==> src/rtl/of_isa_pkg.sv <==
// ISA decode helpers for the operand-fetch issue interlock.
// Holds opcode encodings, instruction field positions, the bubble encoding,
// the OF slot state type and pure predicates describing which registers and
// flags an instruction reads and writes.
package of_isa_pkg;

    localparam logic [31:0] NOP_INSTR = 32'h6800_0000;

    // Field positions
    localparam int unsigned OPC_HI = 31;
    localparam int unsigned OPC_LO = 27;
    localparam int unsigned I_BIT  = 26;
    localparam int unsigned RD_HI  = 25;
    localparam int unsigned RD_LO  = 22;
    localparam int unsigned RS1_HI = 21;
    localparam int unsigned RS1_LO = 18;
    localparam int unsigned RS2_HI = 17;
    localparam int unsigned RS2_LO = 14;

    localparam logic [4:0] OP_ADD  = 5'b00000;
    localparam logic [4:0] OP_SUB  = 5'b00001;
    localparam logic [4:0] OP_CMP  = 5'b00101;
    localparam logic [4:0] OP_NOT  = 5'b01000;
    localparam logic [4:0] OP_MOV  = 5'b01001;
    localparam logic [4:0] OP_NOP  = 5'b01101;
    localparam logic [4:0] OP_LD   = 5'b01110;
    localparam logic [4:0] OP_ST   = 5'b01111;
    localparam logic [4:0] OP_BEQ  = 5'b10000;
    localparam logic [4:0] OP_BGT  = 5'b10001;
    localparam logic [4:0] OP_B    = 5'b10010;
    localparam logic [4:0] OP_CALL = 5'b10011;
    localparam logic [4:0] OP_RET  = 5'b10100;

    typedef enum logic [1:0] {OfEmpty, OfFull, OfStall} of_state_e;

    function automatic logic [4:0] opc(input logic [31:0] ins);
        return ins[OPC_HI:OPC_LO];
    endfunction

    function automatic logic [3:0] rd_f(input logic [31:0] ins);
        return ins[RD_HI:RD_LO];
    endfunction

    function automatic logic [3:0] rs1_f(input logic [31:0] ins);
        return ins[RS1_HI:RS1_LO];
    endfunction

    function automatic logic [3:0] rs2_f(input logic [31:0] ins);
        return ins[RS2_HI:RS2_LO];
    endfunction

    function automatic logic reads_rs1(input logic [31:0] ins);
        return !(opc(ins) inside {OP_NOP, OP_B, OP_BEQ, OP_BGT, OP_CALL, OP_MOV, OP_NOT,
                                  OP_RET});
    endfunction

    function automatic logic reads_rs2(input logic [31:0] ins);
        return !ins[I_BIT] &&
               !(opc(ins) inside {OP_NOP, OP_B, OP_BEQ, OP_BGT, OP_CALL, OP_RET, OP_ST});
    endfunction

    // ST sources its store data from the rd field
    function automatic logic reads_rd(input logic [31:0] ins);
        return opc(ins) == OP_ST;
    endfunction

    // RET takes its return address from r15
    function automatic logic reads_r15(input logic [31:0] ins);
        return opc(ins) == OP_RET;
    endfunction

    function automatic logic reads_flags(input logic [31:0] ins);
        return opc(ins) inside {OP_BEQ, OP_BGT};
    endfunction

    function automatic logic writes_reg(input logic [31:0] ins);
        return !(opc(ins) inside {OP_NOP, OP_CMP, OP_ST, OP_B, OP_BEQ, OP_BGT, OP_RET});
    endfunction

    function automatic logic [3:0] dest_reg(input logic [31:0] ins);
        return (opc(ins) == OP_CALL) ? 4'd15 : rd_f(ins);
    endfunction

    function automatic logic writes_flags(input logic [31:0] ins);
        return opc(ins) == OP_CMP;
    endfunction

endpackage

==> src/rtl/of_dep_check.sv <==
// Combinational dependency check of the OF instruction against one
// in-flight slot.
//   of_instr    : instruction held in the OF slot
//   slot_valid  : in-flight slot holds a real instruction
//   slot_instr  : in-flight instruction
//   dep         : slot owes a register or flags result the OF instruction reads
module of_dep_check
    import of_isa_pkg::*;
(
    input  logic [31:0] of_instr,
    input  logic        slot_valid,
    input  logic [31:0] slot_instr,
    output logic        dep
);

    logic [3:0] d;
    logic       reg_hit;
    logic       flag_hit;

    always_comb begin
        d        = dest_reg(slot_instr);
        reg_hit  = writes_reg(slot_instr) &&
                   ((reads_rs1(of_instr) && rs1_f(of_instr) == d) ||
                    (reads_rs2(of_instr) && rs2_f(of_instr) == d) ||
                    (reads_rd(of_instr)  && rd_f(of_instr)  == d) ||
                    (reads_r15(of_instr) && d == 4'd15));
        flag_hit = writes_flags(slot_instr) && reads_flags(of_instr);
        dep      = slot_valid && (reg_hit || flag_hit);
    end

endmodule

==> src/rtl/of_issue_interlock.sv <==
// Operand-fetch / execute boundary register with register and flag interlock.
// Holds one instruction in OF, shadows EX/MA/RW, issues into EX or injects a
// NOP bubble while any in-flight instruction owes a result the OF instruction
// reads. A taken branch flushes OF and EX. Counts stall cycles (saturating).
//   clk, rst          : clock, async active-high reset
//   if_valid/instr/pc : fetch side; if_ready accepts
//   branch_taken      : flush request from EX
//   ex_valid/instr/pc : registered instruction entering EX
//   stall             : OF held this cycle by a hazard
//   stall_count       : saturating stall-cycle counter
module of_issue_interlock
    import of_isa_pkg::*;
#(
    parameter int unsigned STALL_CNT_W = 16
) (
    input  logic                   clk,
    input  logic                   rst,
    input  logic                   if_valid,
    input  logic [31:0]            if_instr,
    input  logic [31:0]            if_pc,
    output logic                   if_ready,
    input  logic                   branch_taken,
    output logic                   ex_valid,
    output logic [31:0]            ex_instr,
    output logic [31:0]            ex_pc,
    output logic                   stall,
    output logic [STALL_CNT_W-1:0] stall_count
);

    localparam logic [STALL_CNT_W-1:0] CntOne = 1;

    of_state_e   state;
    logic [31:0] of_instr;
    logic [31:0] of_pc;
    logic        ma_valid;
    logic [31:0] ma_instr;
    logic        rw_valid;
    logic [31:0] rw_instr;

    logic of_valid;
    logic dep_ex;
    logic dep_ma;
    logic dep_rw;
    logic hazard;

    of_dep_check u_dep_ex (
        .of_instr   (of_instr),
        .slot_valid (ex_valid),
        .slot_instr (ex_instr),
        .dep        (dep_ex)
    );

    of_dep_check u_dep_ma (
        .of_instr   (of_instr),
        .slot_valid (ma_valid),
        .slot_instr (ma_instr),
        .dep        (dep_ma)
    );

    // No RW bypass into the register file, so RW is checked too
    of_dep_check u_dep_rw (
        .of_instr   (of_instr),
        .slot_valid (rw_valid),
        .slot_instr (rw_instr),
        .dep        (dep_rw)
    );

    always_comb begin
        of_valid = (state != OfEmpty);
        hazard   = of_valid && (dep_ex || dep_ma || dep_rw);
        stall    = hazard && !branch_taken;
        if_ready = !branch_taken && (!of_valid || !hazard);
    end

    always_ff @(posedge clk or posedge rst) begin
        if (rst) begin
            state       <= OfEmpty;
            of_instr    <= NOP_INSTR;
            of_pc       <= '0;
            ex_valid    <= 1'b0;
            ex_instr    <= NOP_INSTR;
            ex_pc       <= '0;
            ma_valid    <= 1'b0;
            ma_instr    <= NOP_INSTR;
            rw_valid    <= 1'b0;
            rw_instr    <= NOP_INSTR;
            stall_count <= '0;
        end else begin
            rw_valid <= ma_valid;
            rw_instr <= ma_instr;
            ma_valid <= ex_valid;
            ma_instr <= ex_instr;
            // Bubble unless something issues below
            ex_valid <= 1'b0;
            ex_instr <= NOP_INSTR;
            ex_pc    <= '0;

            if (branch_taken) begin
                state    <= OfEmpty;
                of_instr <= NOP_INSTR;
                of_pc    <= '0;
            end else begin
                case (state)
                    OfEmpty: begin
                        if (if_valid) begin
                            state    <= OfFull;
                            of_instr <= if_instr;
                            of_pc    <= if_pc;
                        end
                    end
                    OfFull, OfStall: begin
                        if (hazard) begin
                            state <= OfStall;
                            if (stall_count != '1) begin
                                stall_count <= stall_count + CntOne;
                            end
                        end else begin
                            ex_valid <= 1'b1;
                            ex_instr <= of_instr;
                            ex_pc    <= of_pc;
                            if (if_valid) begin
                                state    <= OfFull;
                                of_instr <= if_instr;
                                of_pc    <= if_pc;
                            end else begin
                                state <= OfEmpty;
                            end
                        end
                    end
                    default: state <= OfEmpty;
                endcase
            end
        end
    end

endmodule

==> config.mk <==
export PLATFORM = sky130hd
export DESIGN_NAME = of_issue_interlock
export DESIGN_NICKNAME = d
export VERILOG_FILES = /design/src/rtl/of_isa_pkg.sv /design/src/rtl/of_dep_check.sv /design/src/rtl/of_issue_interlock.sv
export SDC_FILE = /design/constraint.sdc
export NUM_CORES = 1
export LEC_CHECK = 0
export CORE_AREA = 2 2 191 193
export CTS_CLUSTER_SIZE = 28
export DETAILED_ROUTE_END_ITERATION = 8
export DIE_AREA = 0 0 193 195
export GPL_TIMING_DRIVEN = 1
export PLACE_DENSITY_LB_ADDON = 0.12
export SLEW_MARGIN = 25
export SYNTH_ARGS = -nofsm -noshare
export SYNTH_HDL_FRONTEND = slang
export SYNTH_HIERARCHICAL = 1
export SYNTH_SLANG_ARGS = --single-unit
==> constraint.sdc <==
create_clock -name clk -period 10.8 [get_ports clk]
set_clock_uncertainty 0.15 [all_clocks]
set_input_delay 2.7 -clock clk [delete_from_list [all_inputs] [get_ports clk]]
set_output_delay 2.7 -clock clk [all_outputs]
set_load 0.05 [all_outputs]
==> results by group, run 1 <==
Route
  – WL final: 23.9 mm
  – Drt drc: 0
  – Starting DRC count in detailed routing: 289
  – Via density: 4.39
  – DRT Pass-1 Iters: 5
  – Antenna viol nets, final: 0
  – Total number of vias: 5973
  – WL per Instance: 17.6 um

Clock network
  – CTS sink cnt: 167
  – Worst-skew pair later-pin latency: 0.44 ns
  – Post-CTS Setup Inserts: 0
  – CTS buffer count: 17
  – Clk buf depth: 2
  – CTS HTree Levels: 4
  – CTS tree: yes
  – Post-CTS Hold Fix Bufs: 0
  – Root Driver: clkbuf_16
  – Post-CTS sizing: 0
  – Worst-path clk slew: 0.06 ns

Outcome
  – Outcome: complete, no violations

Power and ir drop
  – Clock power share: 44.0%
  – Overall power: 1.48 mW
  – VDD IR-drop max: 116 uV
  – Seq pwr share: 45.7%
  – PD cells: 146 mW/mm^2
  – Sw power: 0.376 mW
  – Comb pwr share: 10.4%
  – Switching share of power: 25.4%
  – P_leak: 4.16 nW
  – P_int: 1.10 mW

Timing
  – Worst slew pin tran: 0.834 ns
  – Crit path time final: 6.91 ns
  – Tcrit/Tclk final: 63.9%
  – Fin Setup TNS: 0 ns
  – Final Hold Vio Count: 0
  – RSZ-0062 raised after global routing: false
  – Setup Viol. Count Final: 0
  – Max-slew violation count: 0
  – Fmax: 0.145 GHz
  – Slew HR: 44.2%

GRT
  – Peak-usage layer in the global routing report: met2
  – Vias in the first global route: 6268
  – Global-route usage over all layers: 13.2%
  – Largest net degree at the start of global routing: 97
  – M2 GR Usage: 20.9%
  – Initial antenna violation count: 1
  – GRT overflow: 0
  – Met1 global-route usage: 16.9%
  – Global-route wire length before repair: 37.4 mm
  – GRT met3 Usage: 4.92%

Critical path
  – Crit path required time: 7.95 ns
  – Crit-path max FO: 9
  – Worst setup path class: reg2out
  – Critical path arrival: 4.06 ns
  – CP Launch Type: flop
  – Critical path capture point type: primary output

Synthesis
  – Synth Instances: 754
  – Synthesized net count: 825
  – Cell area after synthesis: 0.00763 sq mm
  – Syn avg cell area: 10.1 sq um
  – Yosys warning count: 6

Die
  – Core area: 0.0354 sq mm
  – I/O pin total: 151
  – Die area: 0.0376 sq mm
  – Die Wd: 193 um
  – Initial Util: 21.5%
  – Row Count: 69
  – Die Ht: 195 um

Place
  – Cell Area, Placed: 0.00953 sq mm
  – Port Buffers: 150
  – Final GP Congestion: 0.772
  – Post-DP HPWL: 15.5 mm

Final layout
  – Share of cells above drive strength 1: 9.11%
  – Final Instance Area: 0.0102 sq mm
  – Area Growth Syn to Fin: 33.4%
  – Final #Nets: 958
  – Filler Cells Inserted: 3772
  – # diodes: 0

Job
  – Max Cap Violations: 0

Min path
  – Worst Hold Class: reg2reg
layout make-up:
| cell class | instances | area, sq um | area share [%] |
|---|---|---|---|
| Sequential cell | 167 | 4190 | 41.2 |
| Multi-Input combinational cell | 540 | 3200 | 31.5 |
| Timing Repair Buffer | 157 | 1570 | 15.5 |
| Tap cell | 461 | 577 | 5.67 |
| Clock buffer | 22 | 454 | 4.46 |
| Clock inverter | 10 | 154 | 1.51 |
| Inverter | 4 | 20.0 | 0.197 |
power by group through the flow:
stage                     registers (mW)  logic, mW  clock network [mW]
after floorplan                    0.690     0.0806                   0
after global placement             0.688      0.157                   0
after detailed placement           0.688      0.157                   0
after CTS                          0.676      0.158               0.684
after global routing               0.680      0.172               0.707
final                              0.676      0.154               0.651
worst max-delay path, stage by stage (launching register included):
cell,delay [ns]
dfstp_2,0.62
nand3b_1,0.31
o2111ai_1,0.30
nand3_1,0.12
a32oi_1,0.22
a31oi_1,0.22
nor3_1,0.57
nor2_1,0.14
nor2_1,0.26
clkdlybuf4s50_1,0.86
layer usage:
layer,up-vias,wire (um)
met5,-,13
met4,2,252
met3,17,1620
met2,114,11400
met1,2960,10700
li1,2880,-
placed cells by master (no fill, tap or decap), drive strengths merged, types with 5 or more instances in the layout:
cell / n
dfstp: 12
nand2: 147
clkdlybuf4s50: 149
dfrtp: 155
nand2b: 11
xnor2: 18
o211ai: 12
and2: 61
and2b: 9
a21oi: 69
o21ai: 13
xor2: 12
nand3b: 6
nor3: 13
o2111ai: 15
nand3: 29
nand4: 21
nor2b: 7
nor4: 9
clkbuf: 22
nor2: 26
buf: 8
a211oi: 8
clkinv: 6
and4: 5
state kept, by name (all words and copies together) (netlist names):
signal,flops
ma_valid,1
of_instr,32
ex_instr,32
rw_valid,1
ex_pc,32
of_pc,32
ex_valid,1
ma_instr,9
state,2
rw_instr,9
stall_count,16
metrics by stage:
step | instances | setup slack [ns] | utilization, % | hold WS, ns
final | 1361 | 3.89 | 28.7 | 0.232
after global routing | 1361 | 3.68 | 28.7 | 0.254
after CTS | 1360 | 3.80 | 28.7 | 0.244
after detailed placement | 1328 | 3.93 | 26.9 | 0.246
after global placement | 1328 | 3.92 | 26.9 | 0.249
after floorplan | 754 | 3.45 | - | 0.198
worst paths after layout:
| path | slack, ns | start | depth (start not counted) | end |
|---|---|---|---|---|
| max in group asynchronous | 7.12 | rst | 3 | ex_instr[8] |
| hold reg to reg | 0.23 | ma_valid | 0 | rw_valid |
| setup reg to reg | 6.55 | ex_instr[27] | 10 | of_instr[6] |
| setup / recovery | 3.89 | ex_instr[27] | 9 | if_ready |
| hold / removal | 0.23 | ma_valid | 0 | rw_valid |
| min in group asynchronous | 2.41 | rst | 2 | of_pc[9] |
(Power assumes the default switching activity.)
==> inputs of run 2 (changes only) <==
==> constraint.sdc (replaced) <==
create_clock -name clk -period 6.6 [get_ports clk]
set_clock_uncertainty 0.15 [all_clocks]
set_input_delay 1.65 -clock clk [delete_from_list [all_inputs] [get_ports clk]]
set_output_delay 1.65 -clock clk [all_outputs]
set_load 0.05 [all_outputs]
==> results by group, run 2 (synthesized netlist as in run 1, its figures left out) <==
Clock network
  – Worst-path clk slew: 0.06 ns
  – Worst-skew pair later-pin latency: 0.44 ns
  – CTS buffer count: 17
  – CTS sink cnt: 167
  – Post-CTS Setup Inserts: 0
  – CTS tree: yes
  – Post-CTS sizing: 0
  – Post-CTS Hold Fix Bufs: 0
  – Root Driver: clkbuf_16
  – Clk buf depth: 2
  – CTS HTree Levels: 4

Place
  – Final GP Congestion: 0.804
  – Post-DP HPWL: 16.0 mm
  – Port Buffers: 150
  – Cell Area, Placed: 0.00954 sq mm

Critical path
  – CP most frequent cell: nor2_1
  – R2R depth: 10
  – CP max-delay cell: clkdlybuf4s50_1
  – CP peak stage delay: 0.86 ns
  – CP Launch Type: flop
  – Crit path required time: 4.80 ns
  – CP cell instances: nand3b_1, o2111ai_1, nand3_1, a32oi_1, a31oi_1, nor3_1, nor2_1, nor2_1, clkdlybuf4s50_1
  – Worst R2R Setup Slack: 2.50 ns
  – R2R Path End: of_instr[16]
  – Critical path arrival: 3.67 ns
  – Crit-path max FO: 9
  – Reg2Reg Launch Point: ex_instr[27]
  – Critical path capture point type: primary output
  – Worst setup path class: reg2out

Final layout
  – Share of cells above drive strength 1: 9.33%
  – Final #Nets: 958
  – Most frequent cells in the layout: dfrtp_1 (155), clkdlybuf4s50_1 (149), nand2_1 (147)
  – Area Growth Syn to Fin: 34.0%
  – Final Instance Area: 0.0102 sq mm
  – Most common cell after layout, fill and taps aside: dfrtp_1
  – Filler Cells Inserted: 3796

GRT
  – Global-route usage over all layers: 13.1%
  – Largest net degree at the start of global routing: 80
  – Initial antenna violation count: 3
  – Vias in the first global route: 6154
  – Global-route wire length before repair: 37.4 mm
  – GRT overflow: 0

Timing
  – Tcrit/Tclk final: 82.9%
  – Slew HR: 41.4%
  – Fmax: 0.183 GHz
  – Crit path time final: 5.47 ns
  – Fin Setup TNS: 0 ns
  – Final Hold Vio Count: 0
  – Max-slew violation count: 0
  – RSZ-0062 raised after global routing: false
  – Worst slew pin tran: 0.867 ns
  – Setup Viol. Count Final: 0

Route
  – Drt drc: 0
  – Total number of vias: 6031
  – Met3 wire len: 1.60 mm
  – Met1 Routed Length: 10.7 mm
  – Via density: 4.43
  – Top sig layer: met5
  – DR WL met2: 11.2 mm
  – WL per Instance: 17.5 um
  – Starting DRC count in detailed routing: 312
  – WL final: 23.8 mm
  – Antenna viol nets, final: 0
  – DRT Pass-1 Iters: 5

Min path
  – Min-delay src: ma_instr[27]
  – Worst Hold Class: reg2reg
  – Hold Path Depth: 0
  – Hold endpoint: rw_instr[27]

Power and ir drop
  – PD cells: 247 mW/mm^2
  – VDD IR-drop max: 177 uV
  – P_leak: 4.17 nW

Outcome
  – Outcome: complete, no violations

Die
  – Die Wd: 193 um
  – I/O pin total: 151
  – Initial Util: 21.5%
  – Die Ht: 195 um
  – Core area: 0.0354 sq mm
  – Die area: 0.0376 sq mm
  – Row Count: 69

Job
  – Max Cap Violations: 0
==> run 2: worst max path at each step <==
stage,startpoint,to,slack (ns),cells past startpoint
floorplan,rst,ex_instr[0],0.30,1
global placement,ex_instr[24],if_ready,1.62,9
detailed placement,ex_instr[24],if_ready,1.62,9
CTS,ex_instr[24],if_ready,1.12,9
global route,ex_instr[27],if_ready,0.91,9
finish,ex_instr[27],if_ready,1.13,9
==> run 2: critical path, delay by kind of cell (launching register included) <==
kind            cells  cell delay (ns)
simple gates        5             1.11
compound gates      3             0.67
buf+inv             1             0.86
flops               1             0.60
==> run 2: through the flow <==
stage	total power, mW	hold WS, ns	std cells	worst slack (ns)	util (%)
2_1_floorplan	1.26	0.198	754	0.301	-
3_3_place_gp	1.38	0.254	1329	1.62	27.0
3_5_place_dp	1.38	0.250	1329	1.62	27.0
4_1_cts	2.58	0.264	1361	1.12	28.9
5_1_grt	2.65	0.274	1361	0.908	28.9
6_report	2.53	0.260	1362	1.13	28.9
==> run 2: power breakdown <==
group	total [mW]	internal (mW)	switching (mW)
clock network	1.17	0.733	0.441
logic	0.249	0.104	0.145
registers	1.11	1.06	0.0455
total	2.53	1.90	0.632
==> run 2: layout make-up <==
type | instances | area, sq um | area share, %
Timing Repair Buffer | 157 | 1550 | 15.2
Clock buffer | 21 | 460 | 4.50
Clock inverter | 11 | 219 | 2.14
Tap cell | 461 | 577 | 5.64
Antenna cell | 1 | 2.50 | 0.0245
Multi-Input combinational cell | 540 | 3200 | 31.3
Inverter | 4 | 20.0 | 0.196
Sequential cell | 167 | 4190 | 41.0
==> run 2: metal layers <==
metal | up-vias | GRT usage, %
met1 | 2953 | 17.1
met3 | 19 | 4.30
met5 | - | 0
met2 | 173 | 20.5
li1 | 2882 | -
met4 | 4 | 3.79
==> inputs of run 3 (changes only) <==
==> constraint.sdc (replaced) <==
create_clock -name clk -period 5.4 [get_ports clk]
set_clock_uncertainty 0.15 [all_clocks]
set_input_delay 1.35 -clock clk [delete_from_list [all_inputs] [get_ports clk]]
set_output_delay 1.35 -clock clk [all_outputs]
set_load 0.05 [all_outputs]
==> results by group, run 3 (synthesized netlist as in run 1, its figures left out) <==
Clock network
  – Worst-path clk slew: 0.06 ns
  – CTS tree: yes
  – Clk buf depth: 2
  – Worst-skew pair later-pin latency: 0.44 ns
  – Post-CTS Setup Inserts: 0
  – CTS buffer count: 17
  – CTS HTree Levels: 4
  – CTS sink cnt: 167
  – Root Driver: clkbuf_16
  – Post-CTS sizing: 0
  – Post-CTS Hold Fix Bufs: 0

Critical path
  – Reg2Reg Launch Point: ma_instr[27]
  – Crit path required time: 3.90 ns
  – Critical path capture point type: primary output
  – Critical path arrival: 3.61 ns
  – CP Launch Type: flop
  – Crit-path max FO: 9
  – Crit path from: ma_instr[27]
  – Worst setup path class: reg2out

Die
  – Die Wd: 193 um
  – Core area: 0.0354 sq mm
  – I/O pin total: 151
  – Initial Util: 21.5%
  – Die Ht: 195 um
  – Die area: 0.0376 sq mm
  – Row Count: 69

Timing
  – Crit path time final: 5.11 ns
  – RSZ-0062 raised after global routing: false
  – Slew HR: 46.3%
  – Setup Viol. Count Final: 0
  – Worst slew pin tran: 0.795 ns
  – Max-slew violation count: 0
  – Fin Setup TNS: 0 ns
  – Final Hold Vio Count: 0
  – Fmax: 0.196 GHz
  – Tcrit/Tclk final: 94.7%

GRT
  – Global-route usage over all layers: 13.2%
  – Initial antenna violation count: 5
  – Largest net degree at the start of global routing: 165
  – GRT overflow: 0
  – Vias in the first global route: 6187
  – Global-route wire length before repair: 37.7 mm

Min path
  – Worst Hold Class: reg2reg
  – Min-delay src: ma_instr[27]

Power and ir drop
  – PD cells: 285 mW/mm^2
  – Sw power: 0.765 mW
  – Clock power share: 42.6%
  – Comb pwr share: 10.8%
  – Switching share of power: 26.4%
  – Seq pwr share: 46.6%
  – P_leak: 4.15 nW
  – VDD IR-drop max: 222 uV
  – P_int: 2.13 mW
  – Overall power: 2.90 mW

Place
  – Final GP Congestion: 0.773
  – Port Buffers: 150
  – Post-DP HPWL: 15.7 mm

Route
  – Starting DRC count in detailed routing: 330
  – Total number of vias: 6122
  – WL final: 24.0 mm
  – Via density: 4.49
  – Drt drc: 0
  – DRT Pass-1 Iters: 5
  – WL per Instance: 17.6 um
  – Antenna viol nets, final: 0

Final layout
  – Filler Cells Inserted: 3803
  – Final #Nets: 960
  – Most common cell after layout, fill and taps aside: dfrtp_1
  – Share of cells above drive strength 1: 9.31%
  – Most frequent cells in the layout: dfrtp_1 (155), clkdlybuf4s50_1 (149), nand2_1 (147)
  – Multi-input logic area: 0.00320 sq mm
  – Area Growth Syn to Fin: 33.4%
  – Register area: 0.00419 sq mm

Outcome
  – Outcome: complete, no violations

Job
  – Max Cap Violations: 0
-- run 3: area by class of cell --
cell class	instances	area share, %
Inverter	4	0.184
Timing Repair Buffer	159	15.8
Antenna cell	1	0.0246
Sequential cell	167	41.2
Tap cell	461	5.67
Multi-Input combinational cell	540	31.5
Clock buffer	23	4.60
Clock inverter	9	1.01
-- run 3: worst max-delay path, cell delays in order, from the launching register on --
cell and delay (ns):
dfstp_2 0.59, nand3b_1 0.31, o2111ai_1 0.31, nand3_1 0.11, a32oi_1 0.23, a31oi_1 0.16
nor3_1 0.41, nor2_1 0.12, nor2_1 0.10, clkdlybuf4s50_1 0.83
-- run 3: power by group through the flow --
stage	clock [mW]	combinational, mW	sequential [mW]
CTS	1.30	0.318	1.35
floorplan	0	0.161	1.38
finish	1.23	0.311	1.35
detailed placement	0	0.317	1.37
global placement	0	0.319	1.38
global route	1.35	0.348	1.36
-- run 3: metal layers --
layer	up-vias	routed length, um	track usage (%)
li1	2897	-	-
met1	3015	10700	17.2
met2	173	11200	20.4
met3	31	1650	4.39
met4	6	469	4.66
met5	-	43	0
-- run 3: path summary, 6_finish.rpt --
check	cells past startpoint	to	slack, ns
max	9	if_ready	0.29
min	0	rw_instr[27]	0.26
max reg2reg	10	of_instr[24]	1.57
min reg2reg	0	rw_instr[27]	0.26
max in group asynchronous	4	of_instr[22]	2.96
min in group asynchronous	2	ex_pc[20]	1.00
-- run 3: metrics by stage --
step / setup WS (ns) / hold WS (ns) / utilization, % / std cells / instance area [sq um]
floorplan: 1.10 / 0.198 / - / 754 / 7630
global placement: 0.702 / 0.251 / 27.0 / 1330 / 9570
detailed placement: 0.706 / 0.254 / 27.0 / 1330 / 9570
CTS: 0.191 / 0.261 / 28.7 / 1362 / 10100
global route: 0.0297 / 0.269 / 28.7 / 1363 / 10200
finish: 0.288 / 0.261 / 28.7 / 1364 / 10200
